## src/rtl/apb_gpio_pkg.sv

```systemverilog
// Shared definitions for the APB GPIO block: register offsets, the APB FSM
// state type and the register-offset decode helper.
package apb_gpio_pkg;

   localparam int DEC_W = 3;

   localparam logic [DEC_W-1:0] OFS_IN      = 3'd0;
   localparam logic [DEC_W-1:0] OFS_OUT     = 3'd1;
   localparam logic [DEC_W-1:0] OFS_DIR     = 3'd2;
   localparam logic [DEC_W-1:0] OFS_RISE_EN = 3'd3;
   localparam logic [DEC_W-1:0] OFS_FALL_EN = 3'd4;
   localparam logic [DEC_W-1:0] OFS_STATUS  = 3'd5;

   typedef enum logic {
      ST_IDLE   = 1'b0,
      ST_ACCESS = 1'b1
   } apb_state_e;

   // Offsets past STATUS (0x18, 0x1C) are holes in the map.
   function automatic logic ofs_unmapped(input logic [DEC_W-1:0] ofs);
      return (ofs > OFS_STATUS);
   endfunction

endpackage

```

## src/rtl/apb_gpio_irq_sync.sv

```systemverilog
// Two-flop synchroniser for asynchronous pad inputs, plus a history flop used
// to produce single-cycle rise/fall pulses on the synchronised value.
module gpio_sync_edge #(
   parameter int WIDTH = 8
) (
   input  logic             clk,
   input  logic             rst,
   input  logic [WIDTH-1:0] i_pins,
   output logic [WIDTH-1:0] o_sync,
   output logic [WIDTH-1:0] o_rise,
   output logic [WIDTH-1:0] o_fall
);

   logic [WIDTH-1:0] r_sync1;
   logic [WIDTH-1:0] r_sync2;
   logic [WIDTH-1:0] r_prev;

   // r_prev clears with the rest, so a pin already high at reset release
   // produces one rise pulse; the enables are 0 then, so nothing latches.
   always_ff @(posedge clk) begin
      if (rst) begin
         r_sync1 <= '0;
         r_sync2 <= '0;
         r_prev  <= '0;
      end else begin
         r_sync1 <= i_pins;
         r_sync2 <= r_sync1;
         r_prev  <= r_sync2;
      end
   end

   assign o_sync = r_sync2;
   assign o_rise = r_sync2 & ~r_prev;
   assign o_fall = ~r_sync2 & r_prev;

endmodule

```

## src/rtl/apb_gpio_irq.sv

```systemverilog
// APB3 GPIO peripheral: OUT/DIR/edge-enable registers, sticky W1C edge status
// and a registered level interrupt. Zero-wait-state APB slave.
module apb_gpio_irq
   import apb_gpio_pkg::*;
#(
   parameter int ADDRESS_WIDTH = 32,
   parameter int BUS_WIDTH     = 4,
   parameter int GPIO_WIDTH    = 8
) (
   input  logic                     clk,
   input  logic                     rst,
   input  logic [ADDRESS_WIDTH-1:0] s_apb_paddr,
   input  logic                     s_apb_psel,
   input  logic                     s_apb_penable,
   output logic                     s_apb_pready,
   input  logic                     s_apb_pwrite,
   input  logic [8*BUS_WIDTH-1:0]   s_apb_pwdata,
   output logic [8*BUS_WIDTH-1:0]   s_apb_prdata,
   output logic                     s_apb_pslverror,
   input  logic [GPIO_WIDTH-1:0]    gpio_i,
   output logic [GPIO_WIDTH-1:0]    gpio_o,
   output logic [GPIO_WIDTH-1:0]    gpio_oe,
   output logic                     irq,
   output logic                     o_dbg_state
);

   localparam int DATA_W = 8 * BUS_WIDTH;

   apb_state_e r_state;
   apb_state_e w_state_next;

   logic [GPIO_WIDTH-1:0] r_out;
   logic [GPIO_WIDTH-1:0] r_dir;
   logic [GPIO_WIDTH-1:0] r_rise_en;
   logic [GPIO_WIDTH-1:0] r_fall_en;
   logic [GPIO_WIDTH-1:0] r_status;
   logic                  r_irq;
   logic [DATA_W-1:0]     r_prdata;
   logic                  r_pslverror;

   logic [GPIO_WIDTH-1:0] w_sync;
   logic [GPIO_WIDTH-1:0] w_rise;
   logic [GPIO_WIDTH-1:0] w_fall;
   logic [GPIO_WIDTH-1:0] w_wdata;
   logic [GPIO_WIDTH-1:0] w_clr;
   logic [DEC_W-1:0]      w_ofs;
   logic                  w_setup;
   logic                  w_commit;
   logic [DATA_W-1:0]     w_rd_data;
   logic                  w_rd_err;
   logic                  w_unused;

   gpio_sync_edge #(
      .WIDTH (GPIO_WIDTH)
   ) u_sync_edge (
      .clk    (clk),
      .rst    (rst),
      .i_pins (gpio_i),
      .o_sync (w_sync),
      .o_rise (w_rise),
      .o_fall (w_fall)
   );

   // Handshake: setup is psel & ~penable seen in IDLE; the following cycle is
   // ACCESS with pready=1, and a write commits on the edge that ends it only
   // if psel & penable still hold. penable without a prior setup is ignored.
   assign w_ofs    = s_apb_paddr[4:2];
   assign w_wdata  = s_apb_pwdata[GPIO_WIDTH-1:0];
   assign w_setup  = (r_state == ST_IDLE) & s_apb_psel & ~s_apb_penable;
   assign w_commit = (r_state == ST_ACCESS) & s_apb_psel & s_apb_penable & s_apb_pwrite;
   assign w_clr    = (w_commit && (w_ofs == OFS_STATUS)) ? w_wdata : '0;

   always_comb begin
      w_state_next = r_state;
      if (r_state == ST_IDLE) begin
         if (s_apb_psel && !s_apb_penable) begin
            w_state_next = ST_ACCESS;
         end
      end else begin
         w_state_next = ST_IDLE;
      end
   end

   always_ff @(posedge clk) begin
      if (rst) begin
         r_state <= ST_IDLE;
      end else begin
         r_state <= w_state_next;
      end
   end

   // Read data is captured at setup, so IN reflects the pins as of that cycle.
   always_comb begin
      w_rd_data = '0;
      w_rd_err  = ofs_unmapped(w_ofs);
      case (w_ofs)
         OFS_IN:      w_rd_data[GPIO_WIDTH-1:0] = w_sync;
         OFS_OUT:     w_rd_data[GPIO_WIDTH-1:0] = r_out;
         OFS_DIR:     w_rd_data[GPIO_WIDTH-1:0] = r_dir;
         OFS_RISE_EN: w_rd_data[GPIO_WIDTH-1:0] = r_rise_en;
         OFS_FALL_EN: w_rd_data[GPIO_WIDTH-1:0] = r_fall_en;
         OFS_STATUS:  w_rd_data[GPIO_WIDTH-1:0] = r_status;
         default:     w_rd_data = '0;
      endcase
   end

   always_ff @(posedge clk) begin
      if (rst) begin
         r_prdata    <= '0;
         r_pslverror <= 1'b0;
      end else if (w_setup) begin
         r_prdata    <= w_rd_data;
         r_pslverror <= w_rd_err;
      end
   end

   always_ff @(posedge clk) begin
      if (rst) begin
         r_out     <= '0;
         r_dir     <= '0;
         r_rise_en <= '0;
         r_fall_en <= '0;
      end else if (w_commit) begin
         case (w_ofs)
            OFS_OUT:     r_out     <= w_wdata;
            OFS_DIR:     r_dir     <= w_wdata;
            OFS_RISE_EN: r_rise_en <= w_wdata;
            OFS_FALL_EN: r_fall_en <= w_wdata;
            default:     ;
         endcase
      end
   end

   // Set terms are ORed after the clear, so an edge landing with a W1C wins.
   always_ff @(posedge clk) begin
      if (rst) begin
         r_status <= '0;
         r_irq    <= 1'b0;
      end else begin
         r_status <= (r_status & ~w_clr) | (w_rise & r_rise_en) | (w_fall & r_fall_en);
         r_irq    <= |r_status;
      end
   end

   assign s_apb_pready    = (r_state == ST_ACCESS);
   assign s_apb_prdata    = r_prdata;
   assign s_apb_pslverror = r_pslverror;
   assign gpio_o          = r_out;
   assign gpio_oe         = r_dir;
   assign irq             = r_irq;
   assign o_dbg_state     = r_state;

   // Address bits outside [4:2] and data bits above GPIO_WIDTH are don't-care.
   assign w_unused = ^{s_apb_paddr, s_apb_pwdata};

endmodule

```

## config.mk

```make
export PLATFORM = sky130hd
export DESIGN_NAME = apb_gpio_irq
export DESIGN_NICKNAME = d
export VERILOG_FILES = /design/src/rtl/apb_gpio_pkg.sv /design/src/rtl/apb_gpio_irq_sync.sv /design/src/rtl/apb_gpio_irq.sv
export SDC_FILE = /design/constraint.sdc
export NUM_CORES = 1
export LEC_CHECK = 0
export BUFFER_PORTS_ARGS = -buffer_cell sky130_fd_sc_hd__buf_2
export CAP_MARGIN = 10
export CELL_PAD_IN_SITES_DETAIL_PLACEMENT = 1
export CELL_PAD_IN_SITES_GLOBAL_PLACEMENT = 1
export CORE_UTILIZATION = 36
export CTS_CLUSTER_SIZE = 30
export DETAILED_ROUTE_END_ITERATION = 12
export PLACE_DENSITY = 0.85
export SLEW_MARGIN = 15
export SYNTH_ARGS = -nofsm -noshare
export SYNTH_HDL_FRONTEND = slang
export SYNTH_HIERARCHICAL = 1
export SYNTH_SLANG_ARGS = --single-unit
```

## constraint.sdc

```tcl
create_clock -name clk -period 1.6 [get_ports clk]
set_input_delay 0.32 -clock clk [delete_from_list [all_inputs] [get_ports clk]]
set_output_delay 0.32 -clock clk [all_outputs]
set_load 0.02 [all_outputs]
```

==> summary.md <==
The flow ran to the end, and the final reports show no timing, DRC or antenna violations. The tools report the DRC violation total after the first TritonRoute iteration as 215. The maximum fanout along the worst path came out at 6.

The worst reg-to-reg setup slack came out at 90 ps. TritonCTS built the clock tree. The via count of the first global-routing pass came out at 2934. In the post-route analysis, the smallest setup slack over all paths is 88.87 ps. The logs give 64.39% for the worst slew margin relative to its limit and 9 for the CTS buffer count. Global routing finished with a remaining overflow of 0. Start of the worst register-to-register path: o_dbg_state$_SDFF_PP0_. During synthesis, Yosys emitted a total of 6 warnings. At the pin with the least slew margin, the transition time is 534.2 ps. For the placer congestion estimate, the log shows 0.8706. The number of cells on the worst reg-to-reg path is 5.

The die area came out at 9970 µm². For the number of instances in the synthesized netlist, the log shows 350. The power density relative to cell area came out at 979.1 nW/µm².

Hold repair after CTS inserted 0 buffers. Setup total negative slack on the finished layout was measured at 0 ps. For this run, the total global-route usage over all layers was measured as 19.42%.

The repair_antennas step left the layout with diodes totalling 0. Detailed routing inserted a total of 2847 vias. In this run the clock root is driven by a sky130_fd_sc_hd__clkbuf_8. The count of unique library cells instantiated by Yosys was 50. The endpoint of the worst hold path was u_sync_edge/r_sync1[3]$_SDFF_PP0_.

129 I/O pins were placed. The number of nets with antenna violations after routing came out at 0. The tools report the kind of end point of the critical path as a register.

The synthesized design contains 75 register bits. The launch instance of the worst min-delay path was gpio_i[3]. The final critical-path required period was 1511 ps; the initial antenna violation count was 0. The analysis attributes to cell leakage a power of 1.752 nW.

The later-pin clock latency in the skew report came out at 350 ps. The critical path is of the reg2reg type. The global-route wire length before repair is 14.78 mm, and the final hold violation count is 0.

TritonCTS sink count: 75. Clock-pin slew was measured on the worst setup and hold paths at 80 ps. The run gives 6.625 mm as the HPWL after detailed placement.

The run gives 1820 ps as the required time of the critical path. STA classifies the critical path startpoint as a register. In the routed design, unresolved DRC markers number 0. The maximum vdd drop is 485.8 µV.

After detailed routing, the average wire length per cell comes to 17.21 µm. Clock skew on the completed layout was measured at 6.740 ps. Leaving out fill and tap cells, the most frequent cell in the layout is sky130_fd_sc_hd__dfxtp_1. Total core area: 9240 µm².

The vias per cell came out at 5.158. For the number of max-cap violations, the log shows 0. The run gives 0 as the number of max-slew violations in the final report. Total number of nets in the final design: 495. The run gives 0.004044 W as the overall power consumption.

Flip-flop cell with the highest count after synthesis: sky130_fd_sc_hd__dfxtp_1. The initial cell density of the core is 37.31%. The capturing point of the worst reg2reg path is gpio_o[3]$_SDFFE_PP0P_. The run gives 8 as the first-pass iteration count of the detailed router.

The final critical path takes up 94.45% of the cycle. The logs give 35 for the placement row count and 3 for the H-tree level count. The layout overhead on the synthesized area was 19.82%. The path class of the tightest hold or removal check is in2reg. Averaged over all synthesized cells, the footprint is 9.849 µm².

Setup violations remaining at the end of the flow were counted as 0. Static timing analysis puts the maximum clock frequency at 661.8 MHz. Entering global routing, the biggest net connects 25 pins. The quantity of I/O buffers inserted on ports came out at 51. After synthesis, the share of flip-flops with an asynchronous set or reset is 0%. The critical path data arrival time is 1730 ps.

In this run, synthesis inferred 0 flip-flops with an integrated enable. The mapped netlist covers 3447 µm². The die is 99.85 µm tall. Counting along the longest clock path gives a buffer depth of 2.

In the layout the commonest cells are sky130_fd_sc_hd__dfxtp_1 (74), sky130_fd_sc_hd__buf_2 (51), sky130_fd_sc_hd__nor2_1 (39). The die span in x came out at 99.85 µm. The hold path depth is 2, and the worst slack at placement is -46.06 ps. The fraction of layout cells with a size suffix above 1 was 30.02%. Setup repair after global routing left no endpoint under its margin. The total routed wirelength came out at 9.498 mm. After synthesis, flip-flops and latches occupy 43.56% of the total area.
cell type report:
| class | instances | area, µm² |
|---|---|---|
| Fill cell | 1063 | 5110 |
| Multi-Input combinational cell | 247 | 1675 |
| Sequential cell | 75 | 1503 |
| Timing Repair Buffer | 82 | 538.0 |
| Tap cell | 129 | 161.4 |
| Clock buffer | 11 | 141.4 |
| Clock inverter | 5 | 100.1 |
| Inverter | 3 | 11.26 |
worst max-delay path by stage:
stage,start,cells after the start,slack (ps),to
global route,o_dbg_state$_SDFF_PP0_,5,2,gpio_o[3]$_SDFFE_PP0P_
global placement,s_apb_paddr[2],5,20,s_apb_prdata[4]$_SDFFE_PP0P_
floorplan,o_dbg_state$_SDFF_PP0_,6,90,r_status[6]$_SDFF_PP0_
finish,o_dbg_state$_SDFF_PP0_,5,90,gpio_o[3]$_SDFFE_PP0P_
detailed placement,s_apb_paddr[2],6,-50,r_rise_en[3]$_SDFFE_PP0P_
CTS,o_dbg_state$_SDFF_PP0_,5,10,r_rise_en[3]$_SDFFE_PP0P_
through the flow:
| step | util (%) | std cells | hold WS [ps] | area [µm²] |
|---|---|---|---|---|
| 2_1_floorplan | - | 373 | 410.9 | 3533 |
| 3_3_place_gp | 41.44 | 533 | 416.9 | 3829 |
| 3_5_place_dp | 41.44 | 533 | 425.0 | 3829 |
| 4_1_cts | 44.14 | 549 | 152.6 | 4079 |
| 5_1_grt | 44.70 | 552 | 167.6 | 4130 |
| 6_report | 44.70 | 552 | 164.9 | 4130 |
routing by layer:
layer  routed length [µm]  share of wire (%)  track usage (%)
met5                    0                  0                0
met1                 3967                 42            22.80
met2                 4715                 50            33.74
met3                  491                5.2            2.855
met4                  323                3.4            11.31
sequential cells by signal, indices dropped and copies added (netlist names):
name / count
s_apb_prdata: 8
irq: 1
r_rise_en: 8
gpio_oe: 8
r_status: 8
gpio_o: 8
s_apb_pslverror: 1
u_sync_edge/r_sync1: 8
r_fall_en: 8
u_sync_edge/r_prev: 8
o_dbg_state: 1
u_sync_edge/o_sync: 8
power by group:
group          switching [W]  internal (W)
Clock               0.000684       0.00107
Sequential         0.0000196       0.00190
Combinational       0.000235      0.000132
Total               0.000938       0.00311
worst max-delay path: stages, from the launching register on:
cell and delay, ps:
sky130_fd_sc_hd__dfxtp_2 390, sky130_fd_sc_hd__nand4_4 140, sky130_fd_sc_hd__nor4b_4 370, sky130_fd_sc_hd__buf_4 200, sky130_fd_sc_hd__mux2i_1 220, sky130_fd_sc_hd__nor2_1 60
synthesized netlist by cell type (3+ instances only):
library cell | n | area (µm²)
sky130_fd_sc_hd__nor2b_2 | 14 | 122.6
sky130_fd_sc_hd__clkbuf_1 | 6 | 22.52
sky130_fd_sc_hd__nand2_1 | 13 | 48.80
sky130_fd_sc_hd__a222oi_1 | 8 | 80.08
sky130_fd_sc_hd__inv_1 | 3 | 11.26
sky130_fd_sc_hd__nand4_1 | 8 | 50.05
sky130_fd_sc_hd__a21oi_1 | 21 | 105.1
sky130_fd_sc_hd__nand3_1 | 9 | 45.04
sky130_fd_sc_hd__and2b_1 | 5 | 37.54
sky130_fd_sc_hd__dfxtp_1 | 75 | 1501
sky130_fd_sc_hd__buf_2 | 3 | 15.01
sky130_fd_sc_hd__nand2b_1 | 3 | 18.77
sky130_fd_sc_hd__buf_4 | 31 | 232.7
sky130_fd_sc_hd__nor2b_1 | 24 | 150.1
sky130_fd_sc_hd__buf_6 | 7 | 78.83
sky130_fd_sc_hd__nor3_1 | 5 | 25.02
sky130_fd_sc_hd__nand3b_1 | 4 | 30.03
sky130_fd_sc_hd__nor2_1 | 39 | 146.4
sky130_fd_sc_hd__mux2i_1 | 31 | 310.3
kinds of logic (layout without fill, tap and decap cells):
kind of cell / count (synthesis) / count (layout) / synth area share [%]
AOI/OAI and AO/OA: 47 / 47 / 9.547
buffers and inverters: 51 / 101 / 11.03
DFF: 75 / 75 / 43.56
muxes: 35 / 35 / 10.96
other: 1 / 24 / 0.1088
and+or+nand+nor: 141 / 141 / 24.79
timing repair:
item	4_1_cts	5_1_grt
endpoints found under the setup margin	5	20
setup buffers	0	3
pin swaps	0	2
hold endpoints to repair	0	0
resized for setup	1	4
Power figures use the tool's default switching activity.
